`config.mk`:
```
export PLATFORM = sky130hd
export DESIGN_NAME = lfo_phase_scheduler
export DESIGN_NICKNAME = d
export VERILOG_FILES = /design/src/rtl/lfo_phase_scheduler.sv
export SDC_FILE = /design/constraint.sdc
export NUM_CORES = 1
export LEC_CHECK = 0
export BUFFER_PORTS_ARGS = -buffer_cell sky130_fd_sc_hd__buf_2
export CAP_MARGIN = 20
export CELL_PAD_IN_SITES_DETAIL_PLACEMENT = 0
export CELL_PAD_IN_SITES_GLOBAL_PLACEMENT = 1
export CORE_ASPECT_RATIO = 1.1
export CORE_MARGIN = 10
export CORE_UTILIZATION = 26
export DETAILED_ROUTE_END_ITERATION = 10
export MAX_ROUTING_LAYER = met4
export PLACE_DENSITY_LB_ADDON = 0.2
export REMOVE_ABC_BUFFERS = 1
export SLEW_MARGIN = 20
export SYNTH_ARGS = -nofsm -noshare
export SYNTH_HDL_FRONTEND = slang
export SYNTH_SLANG_ARGS = --single-unit
```
`constraint.sdc`:
```
create_clock -name clk_i -period 6.7 [get_ports clk_i]
set_input_delay 2.01 -clock clk_i [delete_from_list [all_inputs] [get_ports clk_i]]
set_output_delay 2.01 -clock clk_i [all_outputs]
set_load 0.02 [all_outputs]
```
`src/rtl/lfo_phase_scheduler.sv`:
```
`default_nettype none
// ============================================================================
// Module   : lfo_phase_scheduler
// Purpose  : Shares one sine-table BRAM between several chorus LFO voices,
//            advancing per-voice phases once per audio sample tick.
// Revision : 1.0
// ============================================================================
module lfo_phase_scheduler #(
    parameter int SIZE   = 44100,
    parameter int VOICES = 3
) (
    input  logic                  clk_i,
    input  logic                  resetn_i,
    input  logic                  enable_i,
    input  logic                  sample_tick_i,
    input  logic                  step_wr_i,
    input  logic [1:0]            step_sel_i,
    input  logic [15:0]           step_in_i,
    output logic [15:0]           lut_addr_o,
    input  logic [15:0]           lut_data_i,
    output logic [16*VOICES-1:0]  voice_data_o,
    output logic                  valid_o,
    output logic                  busy_o
);

    typedef enum logic [1:0] {
        IDLE  = 2'd0,
        ISSUE = 2'd1,
        DRAIN = 2'd2,
        DONE  = 2'd3
    } state_t;

    localparam logic [16:0] SIZE_W = 17'(SIZE);

    function automatic logic [15:0] init_phase(input int idx);
        return 16'(idx * (SIZE / VOICES));
    endfunction

    state_t                 state_q, state_d;
    logic [1:0]             voice_q, voice_d;
    logic [15:0]            phase_q [VOICES];
    logic [15:0]            phase_d [VOICES];
    logic [15:0]            step_q  [VOICES];
    logic [15:0]            step_d  [VOICES];
    logic [15:0]            lut_addr_q, lut_addr_d;
    logic [16*VOICES-1:0]   voice_data_q, voice_data_d;
    logic                   valid_q, valid_d;
    logic                   busy_q, busy_d;

    logic [15:0]            cur_phase;
    logic [15:0]            cur_step;
    logic [16:0]            phase_sum;
    logic [15:0]            phase_adv;

    // Phase + step never exceeds 2*SIZE-2, so one conditional subtract wraps it.
    always_comb begin
        cur_phase = '0;
        cur_step  = '0;
        for (int i = 0; i < VOICES; i++) begin
            if (i == int'(voice_q)) begin
                cur_phase = phase_q[i];
                cur_step  = step_q[i];
            end
        end
        phase_sum = {1'b0, cur_phase} + {1'b0, cur_step};
        phase_adv = (phase_sum >= SIZE_W) ? 16'(phase_sum - SIZE_W) : phase_sum[15:0];
    end

    always_comb begin
        state_d      = state_q;
        voice_d      = voice_q;
        phase_d      = phase_q;
        step_d       = step_q;
        lut_addr_d   = lut_addr_q;
        voice_data_d = voice_data_q;
        valid_d      = 1'b0;
        busy_d       = busy_q;

        if (step_wr_i && (int'(step_sel_i) < VOICES) && (int'(step_in_i) < SIZE)) begin
            for (int i = 0; i < VOICES; i++) begin
                if (i == int'(step_sel_i)) begin
                    step_d[i] = step_in_i;
                end
            end
        end

        if (!enable_i) begin
            state_d = IDLE;
            busy_d  = 1'b0;
            for (int i = 0; i < VOICES; i++) begin
                phase_d[i] = init_phase(i);
            end
        end else begin
            case (state_q)
                IDLE: begin
                    if (sample_tick_i) begin
                        state_d    = ISSUE;
                        voice_d    = 2'd0;
                        lut_addr_d = phase_q[0];
                        busy_d     = 1'b1;
                    end
                end
                ISSUE: begin
                    // Data returning now belongs to the address issued last cycle.
                    for (int i = 0; i < VOICES; i++) begin
                        if (i == int'(voice_q)) begin
                            phase_d[i] = phase_adv;
                        end
                        if (i + 1 == int'(voice_q)) begin
                            voice_data_d[16*i +: 16] = lut_data_i;
                        end
                        if (i == int'(voice_q) + 1) begin
                            lut_addr_d = phase_q[i];
                        end
                    end
                    if (int'(voice_q) < VOICES - 1) begin
                        voice_d = voice_q + 2'd1;
                    end else begin
                        state_d = DRAIN;
                    end
                end
                DRAIN: begin
                    voice_data_d[16*(VOICES-1) +: 16] = lut_data_i;
                    state_d = DONE;
                    valid_d = 1'b1;
                end
                DONE: begin
                    state_d = IDLE;
                    busy_d  = 1'b0;
                end
                default: begin
                    state_d = IDLE;
                    busy_d  = 1'b0;
                end
            endcase
        end
    end

    always_ff @(posedge clk_i or negedge resetn_i) begin
        if (!resetn_i) begin
            state_q      <= IDLE;
            voice_q      <= 2'd0;
            lut_addr_q   <= '0;
            voice_data_q <= '0;
            valid_q      <= 1'b0;
            busy_q       <= 1'b0;
            for (int i = 0; i < VOICES; i++) begin
                phase_q[i] <= init_phase(i);
                step_q[i]  <= 16'd1;
            end
        end else begin
            state_q      <= state_d;
            voice_q      <= voice_d;
            lut_addr_q   <= lut_addr_d;
            voice_data_q <= voice_data_d;
            valid_q      <= valid_d;
            busy_q       <= busy_d;
            phase_q      <= phase_d;
            step_q       <= step_d;
        end
    end

    assign lut_addr_o   = lut_addr_q;
    assign voice_data_o = voice_data_q;
    assign valid_o      = valid_q;
    assign busy_o       = busy_q;

endmodule
`default_nettype wire

```
# Word level (Yosys, flattened, before mapping)

Index checks and enable logic that the tools add are counted.
Widths: inputs -> output; s select.

Register bits after elaboration: 166
Input bits: 39
Output and inout port bits: 66
Word-level logic and storage cells: 95

Add/sub/neg operators: 4
Magnitude comparators: 4
Equal/unequal tests: 21
Multiplexer cells: 31
Reductions and logical operators: 21

Operator list:

| cell                   | count |
|---|---|
| $mux 16                | 15 |
| $mux 48                | 2 |
| $pmux 16 s2            | 2 |
| $eq 2x32->1 const A    | 1 |
| $logic_not 32->1       | 1 |
| $add 16x16->17         | 1 |
| $ge 17x16->1 const B   | 1 |
| $lt 16x16->1 const B   | 1 |
| $reduce_and 2->1       | 8 |
| $sub 16x16->16 const B | 1 |
| $mux 2                 | 5 |
| $reduce_and 3->1       | 3 |
| $eq 2x2->1 const A     | 4 |
| $ne 2x1->1 const B     | 4 |
| $pmux 2 s4             | 1 |
| $reduce_and 4->1       | 2 |
| $logic_not 2->1        | 3 |
| $ne 2x2->1 const B     | 3 |
| $ne 3x3->1 const B     | 2 |
| $eq 2x2->1 const B     | 2 |
| $lt 2x2->1 const B     | 2 |
| $mux 1                 | 4 |
| $ne 4x4->1 const B     | 1 |
| $pmux 2 s2             | 1 |
| other kinds (9)        | 11 |

# Depth between registers and ports, before layout

Gate-level depths: netlist (run 1).

Depth after elaboration: 10
Gate-level depth with buffers: 22
Depth with buffers taken out: 17

# Worst setup path before layout (run 1)

OpenSTA, ideal clock, no wires.

Path kind: register to register
Start: register voice_q[1]
End: register phase_q[39] in the netlist's numbering
Setup time: 135 ps
Arrival time: 4604 ps
Data required time: 6565 ps
Path slack: 1961 ps
Stages on the path, launching flop included: 22
Buffers on the path: 6
Clock period less this slack: 4739 ps
Path through: dfrtp_1 -> inv_1 -> ha_1 -> clkbuf_1 -> nor2b_1 -> clkbuf_1 -> clkbuf_1 -> a22oi_1 -> o21ai_0 -> ha_1 -> buf_6 -> a21o_1 -> a21o_1 -> or2_0 -> buf_2 -> o311a_4 -> a211oi_4 -> nand3_2 -> a2111o_1 -> buf_6 -> a311oi_1 -> a211oi_1

Longest elaborated chain between the ends: 10
Elaborated cells on any way between the ends: 18
Those cells by class: add/sub (2); order compare (1); eq/ne (3); mux (10); reduce/logical (2)

Ends and longest elaborated chain:

| what                                                  | line    | text |
|---|---|---|
| start, declared                                       | 40      | `logic [1:0] voice_q, voice_d;` |
| start signal, assigned                                | 153     | `voice_q <= voice_d;` |
| $logic_not 2->1                                       | 60, 106 |  |
| $mux 16 (3 in series)                                 | 60      | `if (i == int'(voice_q)) begin` |
| $add 16x16->17                                        | 65      | `phase_sum = {1'b0, cur_phase} + {1'b0, cur_step};` |
| $sub 16x16->16 / $ge 17x16->1 (equally long branches) | 66      | `phase_adv = (phase_sum >= SIZE_W) ? 16'(phase_sum - SIZE_W) : phase_sum[15:0];` |
| $mux 16                                               | 66      |  |
| $mux 16                                               | 106     | `if (i == int'(voice_q)) begin` |
| $mux 48                                               | 94      | `case (state_q)` |
| $mux 48                                               | 87      | `if (!enable_i) begin` |
| end signal, assigned by index                         | 148     | `phase_q[i] <= init_phase(i);` |
| end signal, assigned                                  | 158     | `phase_q <= phase_d;` |
| end, declared                                         | 41      | `logic [15:0] phase_q [VOICES];` |

Several ways; a longest one is shown, not always the timed one. The select of a mux whose other input is x is not followed.
A chain may end at the register's enable or synchronous reset.

# Worst setup path after layout (run 1)

Start: register voice_q[1]
End: register phase_q[45] in the netlist's numbering

The elaborated chain is that of the path after synthesis.

==> results of run 1 <==
==> path summary, 6_finish.rpt <==
check | cells after the start | to
hold / removal | 2 | voice_data_o[11]$_DFFE_PN0P_
hold reg to reg | 2 | voice_data_o[11]$_DFFE_PN0P_
min in group asynchronous | 1 | voice_data_o[20]$_DFFE_PN0P_
setup reg to reg | 17 | phase_q[45]$_DFFE_PN0P_
setup / recovery | 17 | phase_q[45]$_DFFE_PN0P_
max in group asynchronous | 2 | step_q[16]$_DFFE_PN1P_
==> cells by family after synthesis <==
group	after synthesis	synth area share
compound gates	298	0.218
xor+xnor	13	0.0122
fa+ha+maj	28	0.0385
buf+inv	83	0.0370
flops	166	0.449
mux	84	0.101
simple gates	298	0.143
==> worst max-delay path: cells and delay by family (launching register included) <==
| kind | cells | cell delay, ps |
|---|---|---|
| AO/OA/AOI/OAI | 6 | 2160 |
| AND/OR/NAND/NOR | 5 | 1700 |
| adder cells (fa/ha/maj) | 3 | 1090 |
| flip-flops | 1 | 440 |
| XOR/XNOR | 1 | 330 |
| buffers and inverters | 2 | 200 |
==> sequential cells by signal (all words and copies together), names as in the netlist <==
| name | flops |
|---|---|
| state_q | 2 |
| voice_data_o | 48 |
| busy_o | 1 |
| voice_q | 2 |
| lut_addr_o | 16 |
| phase_q | 48 |
| valid_o | 1 |
| step_q | 48 |
==> synth_stat cells, drive strengths merged, types with 4 or more instances <==
cell type and n:
nor4 5, or3 6, a211oi 18, nand2b 5
ha 27, buf 13, o311a 4, clkbuf 55
a311oi 11, o21a 5, nand3 12, o22ai 30
o31ai 12, nor3 12, nand4 6, inv 15
a221oi 6, dfrtp 147, a22oi 27, nand2 168
mux2 81, dfstp 19, o21ai 70, o211ai 7
a21oi 54, nor2 45, a31oi 18, a21o 12
and3 16, a31o 4, and2 5, xnor2 10
nor2b 4
==> per-stage QoR <==
stage | hold slack [ps] | instance area, µm² | setup slack (ps) | cells
global route | 486 | 11000 | 139 | 1548
floorplan | 473 | 9010 | 1080 | 902
global placement | 455 | 10400 | 827 | 1515
CTS | 474 | 11000 | 678 | 1547
finish | 471 | 11000 | 632 | 1548
detailed placement | 457 | 10400 | 696 | 1515
==> final cells by class <==
type | count | area share
clock inverter | 11 | 0.0103
multi-input combinational | 721 | 0.438
timing repair buffer | 132 | 0.0683
inverter | 15 | 0.00513
clock buffer | 21 | 0.0420
tap | 481 | 0.0549
sequential | 166 | 0.381
antenna | 1 | 0.000228
==> metal layers <==
layer,part of all wire,wire [µm],global-route usage
met1,0.46,14100,0.180
met4,0.023,710,0.0546
met3,0.027,846,0.0206
met2,0.49,15300,0.239
met5,0,0,-
==> flow_summary.json, run 1 <==
{
  "cts_sinks": 166,
  "first_iter_violations": 614,
  "row_count": 72,
  "regArea_um2": 4180,
  "cts.root.buffer_cell": "clkbuf_16",
  "r2r_slack_ps": 630,
  "wl_per_cell_um": 20.0,
  "syn_to_final_growth_pct": 18.0,
  "drive_gt1_frac": 0.271,
  "cts_tree": "done",
  "firstDrtPassIters": 5,
  "antenna_found_initial": 1,
  "async_flop_share": 1.00,
  "nNetsFinal": 1120,
  "outcome": "finished, final reports clean",
  "grt_overflow": 0,
  "maxCapViolations": 0,
  "synth_area_um2": 9300,
  "fill_cells": 3678,
  "grt_pass1_wl_um": 48500,
  "final.setup.tns_ps": 0,
  "synth_area_leaders": "dfrtp_1 (40%), mux2_2 (9.8%), nand2_1 (6.8%), dfstp_2 (5.4%), o21ai_0 (3.7%)",
  "slowest_stage": "a2111o_1",
  "rsz0062_at_grt": "false",
  "crit_path_max_fanout": 25,
  "syn_area_per_cell_um2": 9.59,
  "dpl.hpwl_um": 21300,
  "finalHoldViolations": 0,
  "final_cell_mix": "nand2_1 (167), dfrtp_1 (147), buf_2 (103)",
  "cp_cell_sequence": "inv_1 > ha_1 > nor2b_2 > a22oi_1 > o21ai_0 > ha_1 > inv_1 > fa_1 > nor2b_1 > o2111a_1 > or2_0 > xnor2_1 > a21o_1 > nand3_2 > a2111o_1 > and4_1 > o31ai_1",
  "io_buffers": 104,
  "cts-resized-gates": 0,
  "layout_commonest_cell": "nand2_1",
  "synth_top_area_share": 0.396,
  "synth_flop_cell": "dfrtp_1",
  "top_level_ports": 105,
  "worst_pin_slew_ps": 970,
  "final_core_util": 0.311,
  "synth_edf_count": 0,
  "criticalPathCategory": "register to register",
  "setup-violations-final": 0,
  "numCtsBuffers": 17,
  "multi_input_area_um2": 4810,
  "drcViolationCount": 0,
  "min_from": "voice_data_o[11]$_DFFE_PN0P_",
  "cts_setup_buffers": 0,
  "wl_um": 31000,
  "grt_util_all_layers": 0.146,
  "min_period_ps": 6070,
  "yosys_warnings": 0,
  "grt_max_degree": 85,
  "dieArea_um2": 43700,
  "hold_buffers": 0,
  "cpPeakStageDelay_ps": 810,
  "synth_cells": 970,
  "core_um2": 35200,
  "fmax_ghz": 0.165,
  "synth-seq-cells": 166,
  "clock_latency_ps": 450,
  "synth_cell_type_count": 70,
  "arrival_ps": 6420,
  "hold_class": "register to register",
  "grt_pass1_vias": 7971,
  "finClkSkew_ps": 12.8,
  "die_h_um": 218,
  "start_util": 0.264,
  "end_kind": "register",
  "ys_seq_area_frac": 0.449,
  "gp_congestion": 0.832,
  "path_clk_slew_ps": 70,
  "required_ps": 7050,
  "fin_crit_sh": 0.906,
  "cp-start-kind": "register",
  "cp-startpoint": "voice_q[1]$_DFFE_PN0P_",
  "drtAntennaViolNets": 0,
  "timing.rr.start": "voice_q[1]$_DFFE_PN0P_",
  "slew_headroom": 0.353,
  "slew_viol_final": 0,
  "num_vias": 7807,
  "cts_max_path_buffers": 2,
  "synth_area_leader_cell": "dfrtp_1",
  "die_w_um": 200,
  "viasPerCell": 5.04,
  "h-tree-depth": 4
}
Power of run 1 is left out: the tool's default activity adds up to more than one toggle a clock period on the data nets, which glitch-free logic cannot reach.
==> inputs of run 2 (changes only) <==
--- a/config.mk
+++ b/config.mk
@@ -12,6 +12,7 @@
 export CORE_ASPECT_RATIO = 1.1
 export CORE_MARGIN = 10
 export CORE_UTILIZATION = 26
+export CTS_BUF_LIST = sky130_fd_sc_hd__clkbuf_8
 export DETAILED_ROUTE_END_ITERATION = 10
 export MAX_ROUTING_LAYER = met4
 export PLACE_DENSITY_LB_ADDON = 0.2
==> run 2 against run 1 <==
  * First-iteration DRC count is 5.7% lower
  * Register-to-register slack better by 40 ps
  * Count of clock-buffer cells in the layout down 2
  * Clock skew is 6.3 ps higher
  * Wire length barely moved
  * Via count is 0.82% higher
  * Hold slack improved by 7.2 ps
  * Sequential cell count unchanged
  * Critical path depth unchanged
  * Non-clock buffer count unchanged
==> flow_summary.json, run 2 (synthesis results as in run 1) <==
{
  "rsz0062_at_grt": "false",
  "row_count": 72,
  "drive_gt1_frac": 0.271,
  "layout_commonest_cell": "nand2_1",
  "grt_pass1_vias": 7979,
  "grt_overflow": 0,
  "setup-violations-final": 0,
  "maxCapViolations": 0,
  "min_period_ps": 6030,
  "slew_viol_final": 0,
  "io_buffers": 104,
  "cts.root.buffer_cell": "clkbuf_8",
  "top_layer": "met4",
  "path_buf_inv": 3,
  "drtAntennaViolNets": 0,
  "cts-resized-gates": 0,
  "hold_buffers": 0,
  "arrival_ps": 6450,
  "num_vias": 7871,
  "cts_tree": "done",
  "start_util": 0.264,
  "slowest_stage": "a2111o_1",
  "die_w_um": 200,
  "finalHoldViolations": 0,
  "cts_setup_buffers": 0,
  "multi_input_area_um2": 4810,
  "clock_latency_ps": 500,
  "path_clk_slew_ps": 100,
  "drcViolationCount": 0,
  "dpl.hpwl_um": 21300,
  "criticalPathCategory": "register to register",
  "firstDrtPassIters": 5,
  "viasPerCell": 5.08,
  "cp_cell_sequence": "inv_1 > ha_1 > nor2b_2 > buf_4 > a22oi_1 > o21ai_0 > inv_1 > fa_1 > nor2b_1 > o2111a_1 > or2_0 > xnor2_1 > a21o_1 > nand3_2 > a2111o_1 > and3_1 > a221oi_2",
  "regArea_um2": 4180,
  "first_iter_violations": 579,
  "outcome": "finished, final reports clean",
  "met1_length_um": 14100,
  "crit_path_max_fanout": 25,
  "nNetsFinal": 1120,
  "cp-start-kind": "register",
  "final.setup.tns_ps": 0,
  "fin_crit_sh": 0.900,
  "top_level_ports": 105,
  "end_kind": "register",
  "fill_cells": 3706,
  "wl_um": 30900,
  "wl_per_cell_um": 20.0,
  "wl_met2_um": 15500,
  "fmax_ghz": 0.166,
  "gp_congestion": 0.832,
  "cp_top_family": "compound AO/OA/AOI/OAI gates",
  "syn_to_final_growth_pct": 15.9,
  "slew_headroom": 0.349,
  "cts_sinks": 166,
  "required_ps": 7120,
  "grt_util_all_layers": 0.146,
  "antenna_found_initial": 1,
  "finClkSkew_ps": 19.1,
  "core_um2": 35200,
  "wl_met3_um": 764,
  "final_cell_mix": "nand2_1 (167), dfrtp_1 (147), buf_2 (103)",
  "grt_pass1_wl_um": 48600,
  "worst_pin_slew_ps": 976,
  "die_h_um": 218,
  "cp_common_cell": "inv_1",
  "hold_class": "register to register",
  "cts_max_path_buffers": 2,
  "dieArea_um2": 43700,
  "cpPeakStageDelay_ps": 810,
  "grt_max_degree": 85,
  "h-tree-depth": 4,
  "numCtsBuffers": 17
}
[run 2: cell count changes in the layout (fill, tap and decap cells not counted), sizes merged]
cell    change
clkbuf      -2
inv         +2
[run 2: worst paths after layout]
kind	slack [ps]	cells past startpoint	start	to
min in group asynchronous	1550	1	resetn_i	voice_data_o[20]$_DFFE_PN0P_
worst max register to register	670	17	voice_q[1]$_DFFE_PN0P_	phase_q[21]$_DFFE_PN1P_
worst min register to register	480	2	voice_data_o[26]$_DFFE_PN0P_	voice_data_o[26]$_DFFE_PN0P_
worst max-delay path	670	17	voice_q[1]$_DFFE_PN0P_	phase_q[21]$_DFFE_PN1P_
max in group asynchronous	4150	2	resetn_i	step_q[0]$_DFFE_PN1P_
worst min-delay path	480	2	voice_data_o[26]$_DFFE_PN0P_	voice_data_o[26]$_DFFE_PN0P_
[run 2: area by class of cell]
| type | count | share of cell area |
|---|---|---|
| inverters | 15 | 0.00522 |
| well taps | 481 | 0.0558 |
| multi-input cells | 721 | 0.446 |
| repair buffers | 132 | 0.0695 |
| clock inverters | 13 | 0.0111 |
| flip-flops and latches | 166 | 0.388 |
| diodes | 1 | 0.000232 |
| clock buffers | 19 | 0.0243 |
[run 2: through the flow]
step / cell area (µm²) / utilization / std cells / hold WS, ps / worst slack [ps]
6_report: 10800 / 0.306 / 1548 / 478 / 672
5_1_grt: 10800 / 0.306 / 1548 / 495 / 126
4_1_cts: 10800 / 0.306 / 1547 / 481 / 668
3_5_place_dp: 10400 / 0.295 / 1515 / 457 / 696
3_3_place_gp: 10400 / 0.295 / 1515 / 455 / 827
2_1_floorplan: 9010 / - / 902 / 473 / 1080
[run 2: worst reg2reg max path: stages (launching register included)]
cell and delay [ps]:
dfrtp_1 450, inv_1 150, ha_1 440, nor2b_2 670, buf_4 280, a22oi_1 70
o21ai_0 320, inv_1 110, fa_1 460, nor2b_1 180, o2111a_1 290, or2_0 320
xnor2_1 330, a21o_1 290, nand3_2 160, a2111o_1 810, and3_1 390, a221oi_2 260
[run 2: metal layers]
layer,up-vias,track usage
li1,3745,-
met1,3940,0.180
met2,145,0.240
met3,41,0.0206
met4,0,0.0535
met5,-,-
Power of run 2 is left out for the same reason.
